`src/rtl/ram_pkg.sv`:
```
// Shared sizes, FSM states and FIFO entry layout
// for the FMO write-back path.
package ram_pkg;
  localparam int PX_W        = 16;
  localparam int FMO_N_ELEM  = 1024;
  localparam int PX_PER_WORD = 4;
  localparam int EXT_AW      = 32;
  localparam int FIFO_DEPTH  = 2;

  localparam int FMO_AW = $clog2(FMO_N_ELEM);
  localparam int NPX_W  = FMO_AW + 1;
  localparam int LANE_W =
    (PX_PER_WORD > 1) ? $clog2(PX_PER_WORD) : 1;
  localparam int WORD_W = PX_W * PX_PER_WORD;
  localparam int CNT_W  = $clog2(FIFO_DEPTH + 1);

  typedef enum logic [1:0] {
    IDLE,
    READ,
    DRAIN,
    DONE
  } wb_state_e;

  typedef struct packed {
    logic [EXT_AW-1:0]      addr;
    logic [WORD_W-1:0]      data;
    logic [PX_PER_WORD-1:0] strb;
  } wb_word_t;
endpackage

```
`src/rtl/fmo_writeback_if.sv`:
```
// External-memory word channel: valid/ready with
// address, packed pixel data and lane strobes.
interface fmo_writeback_if;
  import ram_pkg::*;

  logic                   ext_valid;
  logic                   ext_ready;
  logic [EXT_AW-1:0]      ext_addr;
  logic [WORD_W-1:0]      ext_data;
  logic [PX_PER_WORD-1:0] ext_strb;

  modport master (
    output ext_valid,
    output ext_addr,
    output ext_data,
    output ext_strb,
    input  ext_ready
  );

  modport slave (
    input  ext_valid,
    input  ext_addr,
    input  ext_data,
    input  ext_strb,
    output ext_ready
  );
endinterface

```
`src/rtl/fmo_wb_fifo.sv`:
```
// Small synchronous FIFO of packed output words;
// storage is not reset, emptiness lives in count.
module fmo_wb_fifo
  import ram_pkg::*;
(
  input  logic             clk,
  input  logic             reset,
  input  logic             push,
  input  wb_word_t         din,
  input  logic             pop,
  output wb_word_t         dout,
  output logic [CNT_W-1:0] count
);
  localparam int PW =
    (FIFO_DEPTH > 1) ? $clog2(FIFO_DEPTH) : 1;

  wb_word_t        mem [FIFO_DEPTH];
  logic [PW-1:0]   wp;
  logic [PW-1:0]   rp;

  function automatic logic [PW-1:0] nxt(
    input logic [PW-1:0] p
  );
    return (p == PW'(FIFO_DEPTH - 1)) ?
      '0 : p + PW'(1);
  endfunction

  always_ff @(posedge clk) begin
    if (reset) begin
      wp    <= '0;
      rp    <= '0;
      count <= '0;
    end else begin
      if (push) wp <= nxt(wp);
      if (pop)  rp <= nxt(rp);
      case ({push, pop})
        2'b10:   count <= count + CNT_W'(1);
        2'b01:   count <= count - CNT_W'(1);
        default: count <= count;
      endcase
    end
  end

  always_ff @(posedge clk) begin
    if (push) mem[wp] <= din;
  end

  assign dout = mem[rp];
endmodule

```
`src/rtl/fmo_writeback.sv`:
```
// Drains the FMO RAM at layer end, packing pixels
// into external words pushed over valid/ready.
module fmo_writeback
  import ram_pkg::*;
(
  input  logic              clk,
  input  logic              reset,
  input  logic              start,
  input  logic [EXT_AW-1:0] base_addr,
  input  logic [NPX_W-1:0]  n_px,
  output logic [FMO_AW-1:0] fmo_addr,
  output logic              fmo_write,
  input  logic [PX_W-1:0]   fmo_res,
  fmo_writeback_if.master   ext,
  output logic              busy,
  output logic              done
);
  wb_state_e              state;
  wb_state_e              state_n;
  logic [NPX_W-1:0]       n_q;
  logic [NPX_W-1:0]       rd_cnt;
  logic [NPX_W-1:0]       ret_cnt;
  logic [EXT_AW-1:0]      base_q;
  logic [EXT_AW-1:0]      wcnt;
  logic                   rd_valid;
  logic [WORD_W-1:0]      acc;
  logic [WORD_W-1:0]      wdata;
  logic [PX_PER_WORD-1:0] strb;
  logic [LANE_W-1:0]      ret_lane;
  logic                   ret_cmp;
  logic                   cand_cmp;
  logic                   room;
  logic                   issue;
  logic                   pop;
  logic                   drained;
  logic [CNT_W-1:0]       cnt;
  wb_word_t               din;
  wb_word_t               head;

  assign ret_lane = ret_cnt[LANE_W-1:0];
  assign ret_cmp  = rd_valid &&
    (ret_lane == LANE_W'(PX_PER_WORD - 1) ||
     ret_cnt == n_q - NPX_W'(1));
  assign cand_cmp =
    rd_cnt[LANE_W-1:0] == LANE_W'(PX_PER_WORD - 1) ||
    rd_cnt == n_q - NPX_W'(1);
  assign pop = ext.ext_valid && ext.ext_ready;

  // A word-closing read must find a FIFO slot when
  // its pixel returns next cycle.
  assign room =
    (32'(cnt) + 32'(ret_cmp)) <
    (32'(FIFO_DEPTH) + 32'(pop));

  assign drained = !rd_valid && ret_cnt == n_q &&
    (cnt == '0 || (cnt == CNT_W'(1) && pop));

  always_ff @(posedge clk) begin
    if (reset) state <= IDLE;
    else       state <= state_n;
  end

  always_comb begin
    state_n = state;
    issue   = 1'b0;
    unique case (state)
      IDLE: begin
        if (start)
          state_n = (n_px == '0) ? DONE : READ;
      end
      READ: begin
        issue = !cand_cmp || room;
        if (issue && rd_cnt + NPX_W'(1) == n_q)
          state_n = DRAIN;
      end
      DRAIN: begin
        if (drained) state_n = DONE;
      end
      DONE: state_n = IDLE;
      default: state_n = IDLE;
    endcase
  end

  always_comb begin
    wdata = acc;
    strb  = '0;
    for (int k = 0; k < PX_PER_WORD; k++) begin
      if (LANE_W'(k) == ret_lane)
        wdata[k*PX_W +: PX_W] = fmo_res;
      strb[k] = (LANE_W'(k) <= ret_lane);
    end
  end

  always_ff @(posedge clk) begin
    if (reset) begin
      n_q      <= '0;
      base_q   <= '0;
      rd_cnt   <= '0;
      ret_cnt  <= '0;
      wcnt     <= '0;
      rd_valid <= 1'b0;
      acc      <= '0;
    end else begin
      rd_valid <= issue;
      if (state == IDLE && start) begin
        n_q     <= n_px;
        base_q  <= base_addr;
        rd_cnt  <= '0;
        ret_cnt <= '0;
        wcnt    <= '0;
        acc     <= '0;
      end
      if (issue) rd_cnt <= rd_cnt + NPX_W'(1);
      if (rd_valid) begin
        ret_cnt <= ret_cnt + NPX_W'(1);
        acc     <= ret_cmp ? '0 : wdata;
      end
      if (ret_cmp) wcnt <= wcnt + EXT_AW'(1);
    end
  end

  assign din = '{
    addr: base_q + wcnt,
    data: wdata,
    strb: strb
  };

  fmo_wb_fifo u_fifo (
    .clk   (clk),
    .reset (reset),
    .push  (ret_cmp),
    .din   (din),
    .pop   (pop),
    .dout  (head),
    .count (cnt)
  );

  assign ext.ext_valid = (cnt != '0);
  assign ext.ext_addr  =
    ext.ext_valid ? head.addr : '0;
  assign ext.ext_data  =
    ext.ext_valid ? head.data : '0;
  assign ext.ext_strb  =
    ext.ext_valid ? head.strb : '0;

  assign fmo_addr  = (state == READ) ?
    rd_cnt[FMO_AW-1:0] : '0;
  assign fmo_write = 1'b0;
  assign busy = (state == READ) || (state == DRAIN);
  assign done = (state == DONE);
endmodule

```
`src/flat_wrapper.sv`:
```
// flat-port wrapper written by rule: the top's interface ports become plain ports
module fmo_writeback_flat import ram_pkg::*;
  (clk, reset, start, base_addr, n_px, fmo_addr, fmo_write, fmo_res, busy, done, ext_ext_valid, ext_ext_addr, ext_ext_data, ext_ext_strb, ext_ext_ready);
  fmo_writeback_if ext_i ();
  input  logic clk;
  input  logic reset;
  input  logic start;
  input  logic [EXT_AW-1:0] base_addr;
  input  logic [NPX_W-1:0] n_px;
  output logic [FMO_AW-1:0] fmo_addr;
  output logic fmo_write;
  input  logic [PX_W-1:0] fmo_res;
  output logic busy;
  output logic done;
  output wire logic [$bits(ext_i.ext_valid)-1:0] ext_ext_valid;
  output wire logic [$bits(ext_i.ext_addr)-1:0] ext_ext_addr;
  output wire logic [$bits(ext_i.ext_data)-1:0] ext_ext_data;
  output wire logic [$bits(ext_i.ext_strb)-1:0] ext_ext_strb;
  input wire logic [$bits(ext_i.ext_ready)-1:0] ext_ext_ready;
  assign ext_ext_valid = ext_i.ext_valid;
  assign ext_ext_addr = ext_i.ext_addr;
  assign ext_ext_data = ext_i.ext_data;
  assign ext_ext_strb = ext_i.ext_strb;
  assign ext_i.ext_ready = ext_ext_ready;
  fmo_writeback u_core (.clk(clk), .reset(reset), .start(start), .base_addr(base_addr), .n_px(n_px), .fmo_addr(fmo_addr), .fmo_write(fmo_write), .fmo_res(fmo_res), .ext(ext_i), .busy(busy), .done(done));
endmodule
```
`config.mk`:
```
export PLATFORM = sky130hd
export DESIGN_NAME = fmo_writeback_flat
export DESIGN_NICKNAME = d
export VERILOG_FILES = /design/src/rtl/ram_pkg.sv /design/src/rtl/fmo_writeback_if.sv /design/src/rtl/fmo_wb_fifo.sv /design/src/rtl/fmo_writeback.sv /design/src/flat_wrapper.sv
export SDC_FILE = /design/constraint.sdc
export NUM_CORES = 1
export LEC_CHECK = 0
export CAP_MARGIN = 10
export CORE_MARGIN = 3
export CORE_UTILIZATION = 54
export CTS_BUF_LIST = sky130_fd_sc_hd__clkbuf_2
export DETAILED_ROUTE_END_ITERATION = 8
export GPL_TIMING_DRIVEN = 0
export PLACE_DENSITY = 0.8
export RECOVER_POWER = 100
export REMOVE_ABC_BUFFERS = 1
export SLEW_MARGIN = 5
export SYNTH_ARGS = -nofsm -noshare
export SYNTH_HDL_FRONTEND = slang
export SYNTH_SLANG_ARGS = --single-unit
```
`constraint.sdc`:
```
create_clock -name clk -period 6.97 [get_ports clk]
set_input_delay 2.091 -clock clk [delete_from_list [all_inputs] [get_ports clk]]
set_output_delay 2.091 -clock clk [all_outputs]
set_load 0.05 [all_outputs]
```
# == Word-level counts from Yosys, hierarchy flattened ==
# Memory sizes are Yosys's and may differ from the RTL's. A register that Yosys moved wholly into a read port is not among the register bits.
# Index checks and enable logic that the tools add are counted.
# classes
n_eq_ne,18
n_reduce_logical,24
n_addsub,11
n_mux,29
n_lt_le_gt_ge,5
# ops
op,n
64-bit 2-to-1 mux,4
32-bit 2-to-1 mux,3
16-bit 2-to-1 mux,4
11-bit equality test,4
11-bit 2-to-1 mux,3
"32-bit by 1-bit adder with 32-bit output, second input constant",1
32-bit adder,1
32-bit < comparator,1
"11-bit by 1-bit adder with 11-bit output, second input constant",2
11-bit logical NOT,1
"11-bit by 1-bit subtractor with 11-bit output, second input constant",1
"2-bit equality test, second input constant",5
10-bit 2-to-1 mux,1
2-bit nonzero test,5
2-bit 2-to-1 mux,4
2-bit one-hot mux with 4 select lines,1
1-bit logical AND,7
1-bit 2-to-1 mux,7
"2-bit by 1-bit equality test with 1-bit output, second input constant",3
2-bit logical NOT,3
1-bit logical OR,5
"2-bit equality test, first input constant",2
"1-bit by 2-bit <= comparator with 1-bit output, first input constant",2
"2-bit <= comparator, first input constant",2
12 further kinds,15
# totals
elab_cells,99
n_memories,1
inputBits,63
ram_bits,200
register_bits,168
# memory_table
memory,depth,width,read_ports,rd_clocked_by_memory_dff,wr,line,source
u_core.u_fifo.mem,2,100,1,1,1,fmo_wb_fifo.sv:17,wb_word_t mem [FIFO_DEPTH];

# == Depth between registers and ports, before layout ==
# logic_depth
depth_word,10
mapped_depth,21
depth_no_buf,16

# == By module ==
# From an unflattened synthesis, not the netlist that was laid out.
# unflattened
cells_unflattened,1645
area_unflattened_um2,17938.5
# modules_own_cells
module,instances,area_per_inst_um2,cells_per_inst
fmo_writeback,1,10493.8,1314
fmo_wb_fifo,1,7444.6,331

# == Worst setup path after synthesis ==
# Ideal clock, no wire load.
# synth_path
kind,reg-to-reg
start,register u_core.n_q[0]
end,"memory u_core.u_fifo.mem[0][10] in the netlist's numbering, enable pin"
setup_time_ns,0.557
path_buffers,4
period_less_slack_ns,7.086
path_stages_with_launch,13
setup_slack_ns,-0.116
arrival_time_ns,6.529
path_cell_list,dfxtp_1 clkbuf_1 inv_1 ha_1 buf_2 nor4b_2 and3_1 o2111a_1 o2111a_1 a31oi_4 buf_2 buf_2 nor2_1
# synth_via
elab_chain_len,6
# synth_lines
element,line,source
"start, declared",fmo_writeback.sv:20,logic [NPX_W-1:0] n_q;
"start signal, assigned",fmo_writeback.sv:106,n_q <= n_px;
11-bit by 1-bit subtractor with 11-bit output,fmo_writeback.sv:43,ret_cnt == n_q - NPX_W'(1));
11-bit equality test,fmo_writeback.sv:43,
1-bit logical OR,fmo_writeback.sv:42,(ret_lane == LANE_W'(PX_PER_WORD - 1) ||
1-bit logical AND,fmo_writeback.sv:41,assign ret_cmp = rd_valid &&
1-bit 2-to-1 mux,fmo_wb_fifo.sv:45,if (push) mem[wp] <= din;
1-bit 2-to-1 mux (implied by the code),fmo_wb_fifo.sv:45,
"end, declared",fmo_wb_fifo.sv:17,
# Every way passes these cells.

# == Worst setup path in the final report ==
# layout_path
start,register u_core.n_q[1]
end,register u_core.rd_cnt[0]
# layout_via
elab_chain_len,9
elab_cells_between_ends,13
classes_between,2 x add/sub; 1 x order compare; 2 x eq/ne; 2 x mux; 6 x reduce/logical
# layout_lines
element,line,source
11-bit by 1-bit subtractor with 11-bit output *,"fmo_writeback.sv:43, fmo_writeback.sv:46",
11-bit equality test,fmo_writeback.sv:43,
1-bit logical OR,fmo_writeback.sv:42,
1-bit logical AND,fmo_writeback.sv:41,
2-bit by 1-bit adder with 3-bit output,fmo_writeback.sv:52,(32'(cnt) + 32'(ret_cmp)) <
32-bit < comparator,fmo_writeback.sv:52,
1-bit logical OR *,fmo_writeback.sv:72,issue = !cand_cmp || room;
1-bit 2-to-1 mux *,fmo_writeback.sv:66,unique case (state)
11-bit 2-to-1 mux / 2-bit nonzero test (equally long branches),-,
"end signal, assigned",fmo_writeback.sv:113,if (issue) rd_cnt <= rd_cnt + NPX_W'(1);
"end, declared",fmo_writeback.sv:21,logic [NPX_W-1:0] rd_cnt;
# Mark *: on every way between the ends. The rest lies on a longest branch, timed or not.
# A chain may end at the register's enable or synchronous reset.

==> flow_metrics.py <==
metrics = {
    "sta": {
        "period_minus_slack_ns": 6.24,
        "period_share_pct": 89.6,
        "slew_headroom_pct": -75.6,
        "clock_skew_ns": 0.102,
        "setup_violations": 0,
        "report.final.slew_viol_count": 176,
        "worst_pin_slew_ns": 2.63,
        "hold_viol": 0,
        "rsz0062_at_grt": "no",
        "fin_setup_tns_ns": 0,
        "fin_hold_ws_ns": 0.467,
        "max_freq_mhz": 160,
    },
    "worst_setup_path": {
        "crit_arrival_ns": 7.06,
        "rrSetupSlack_ns": 0.73,
        "crit_path_end_kind": "flip-flop",
        "cp-start-kind": "flip-flop",
        "rr_endpoint": "u_core.rd_cnt[0]",
        "required_ns": 7.79,
        "crit_fanout": 28,
        "reg2reg_from": "u_core.n_q[1]",
        "crit_type": "flip-flop to flip-flop",
        "startpoint": "u_core.n_q[1]",
        "ff2ff_path_depth": 16,
    },
    "clocking": {
        "cts_sinks": 367,
        "h-tree-depth": 3,
        "cts_hold_buf": 0,
        "cts.path.max_buffers": 3,
        "clock_latency_ns": 0.94,
        "cts_buffers": 92,
        "cts_tree": "built",
        "post_cts_resized": 0,
        "cts_setup_buffers": 0,
        "ctsRootBufferMaster": "clkbuf_2",
        "clk_pin_slew_ns": 0.11,
    },
    "logic_synthesis": {
        "ys_types": 78,
        "synth_area_leaders": "edfxtp_1 33%, dfxtp_1 19%, mux2i_1 5.7%",
        "yosysSeqAreaShare_pct": 51.9,
        "synth_largest_area_cell": "edfxtp_1",
        "synthTopCellsByCount": "226 x nor2_1, 198 x edfxtp_1, 169 x dfxtp_1",
        "synth_edf_count": 198,
        "synthesis.area_sq_um": 18000,
        "post-synth-top-count-cell": "nor2_1",
        "syn_area_per_cell_sq_um": 10.5,
        "synth_seq_cells": 367,
        "yosys_most_used_dff": "edfxtp_1",
        "postSynth.asyncResetShare_pct": 0,
        "syn_inst": 1712,
        "synth_top_area_share_pct": 33.1,
        "ys_warn_count": 0,
    },
    "job": {
        "maxCapViolations": 5,
    },
    "global_route": {
        "gr-total-overflow": 0,
        "grt_pass1_wl_microns": 68300,
        "antenna_found_initial": 1,
        "grt_pass1_vias": 13700,
        "grt_util_all_layers_pct": 23.2,
        "grt_max_degree": 88,
    },
    "floorplan": {
        "core_sq_um": 32700,
        "dieArea_sq_um": 35500,
        "dieWidth_microns": 188,
        "start_util_pct": 55.0,
        "io_pins": 177,
        "die_y_microns": 188,
        "row_count": 66,
    },
    "placed_design": {
        "numPortBuffers": 175,
        "dp_hpwl_microns": 27900,
        "place_area_sq_um": 20300,
        "gp_congestion": 0.872,
    },
    "routing": {
        "drt_iter0_drc": 1134,
        "firstDrtPassIters": 6,
        "post_drt_wl_per_cell_microns": 17.6,
        "route.vias.total": 13900,
        "avgViaCountPerCell": 5.78,
        "postRouteAntennaNets": 0,
        "totalWireLength_microns": 42500,
        "drc": 0,
    },
    "finish": {
        "finish.utilization_pct": 64.2,
        "drive_gt1_share_pct": 9.96,
        "multi_input_area_sq_um": 8120,
        "design_area_sq_um": 21000,
        "fin_nets": 2003,
        "regArea_sq_um": 9330,
        "nFillCells": 2634,
        "syn_to_final_growth_pct": 16.8,
    },
    "pwr": {
        "finalPower_uw": 5360,
        "p_per_area_nw_per_um2": 255,
        "leakage_uw": 0.00824,
        "ir_worst_vdd_mv": 0.155,
    },
    "worst_hold_path": {
        "hp-start": "u_core.base_q[9]",
        "hold_end": "u_core.base_q[9]",
        "hold_depth": 2,
        "hp-class": "flip-flop to flip-flop",
    },
    "status": {
        "status": "complete, but fails checks",
        "violations": "max-capacitance violations, max-slew violations",
    },
}
==> area by class of cell <==
type | instances | area share, %
clock buffer | 142 | 3.38
clock inverter | 31 | 0.756
tap | 442 | 2.63
timing repair buffer | 192 | 9.70
inverter | 25 | 0.447
multi-input combinational | 1211 | 38.6
sequential | 367 | 44.4
antenna | 1 | 0.0119
==> flip-flops by register name (all words and copies together) (netlist names), named ones only <==
name	flops
u_core.u_fifo.mem	198
u_core.acc	64
u_core.state	2
u_core.base_q	32
u_core.rd_valid	1
u_core.ret_cnt	11
u_core.u_fifo.count	2
u_core.u_fifo.wp	1
u_core.wcnt	32
u_core.n_q	11
u_core.u_fifo.rp	1
u_core.rd_cnt	11
==> per-stage QoR <==
stage / instances / setup WS, ns
2_1_floorplan: 1603 / 0.148
5_1_grt: 2411 / 0.289
3_3_place_gp: 2220 / -3.30
3_5_place_dp: 2237 / 0.943
4_1_cts: 2410 / 0.861
6_report: 2411 / 0.728
==> kinds of logic after synthesis <==
kind of cell	share of synthesized area (%)
simple gates	16.5
flops	51.9
compound gates	11.2
mux	9.99
buf+inv	3.03
xor+xnor	3.75
fa+ha+maj	3.59
other cells	0.0209
==> per-layer routing <==
| layer | global-route usage [%] | vias up | routed length [microns] |
|---|---|---|---|
| li1 | - | 6679 | - |
| met1 | 29.1 | 6703 | 17900 |
| met2 | 40.6 | 473 | 21100 |
| met3 | 4.00 | 79 | 2490 |
| met4 | 8.45 | 0 | 1000 |
| met5 | 0 | - | 0 |
==> where the power goes <==
group          switching, uW  internal [uW]
combinational           1000            481
clock                    897            557
sequential              75.7           2350
==> placed cells by master, fill, tap and decap left out, drive strengths merged, types with 43 or more instances in the layout <==
| cell | instances |
|---|---|
| nand3 | 48 |
| clkdlybuf4s50 | 60 |
| edfxtp | 198 |
| nand2 | 143 |
| mux2i | 103 |
| mux2 | 68 |
| dlygate4sd3 | 114 |
| nor2 | 227 |
| a22oi | 64 |
| a21oi | 88 |
| xnor2 | 43 |
| dfxtp | 169 |
| clkbuf | 149 |
| ha | 50 |
==> worst max-delay path by stage <==
stage,end,cells after the start
3_3_place_gp,u_core.wcnt[25],4
3_5_place_dp,u_core.rd_cnt[0],16
5_1_grt,u_core.rd_cnt[0],16
6_report,u_core.rd_cnt[0],16
4_1_cts,u_core.rd_cnt[0],16
2_1_floorplan,u_core.u_fifo.mem[0][10],8
==> critical path: stages (launching register included) <==
cell and delay, ns:
dfxtp_1 0.42, inv_1 0.10, ha_1 0.27, nor4b_2 0.72, a221oi_1 0.22, a311oi_1 0.43, nand2_1 0.29, a31oi_4 0.71
inv_1 0.43, ha_1 0.31, ha_1 0.27, a21oi_1 0.07, nor3_1 0.21, nand4_1 0.23, o311ai_4 0.76, and2_0 0.49
mux2_2 0.23
No activity file was read; power rests on OpenSTA's default activity.
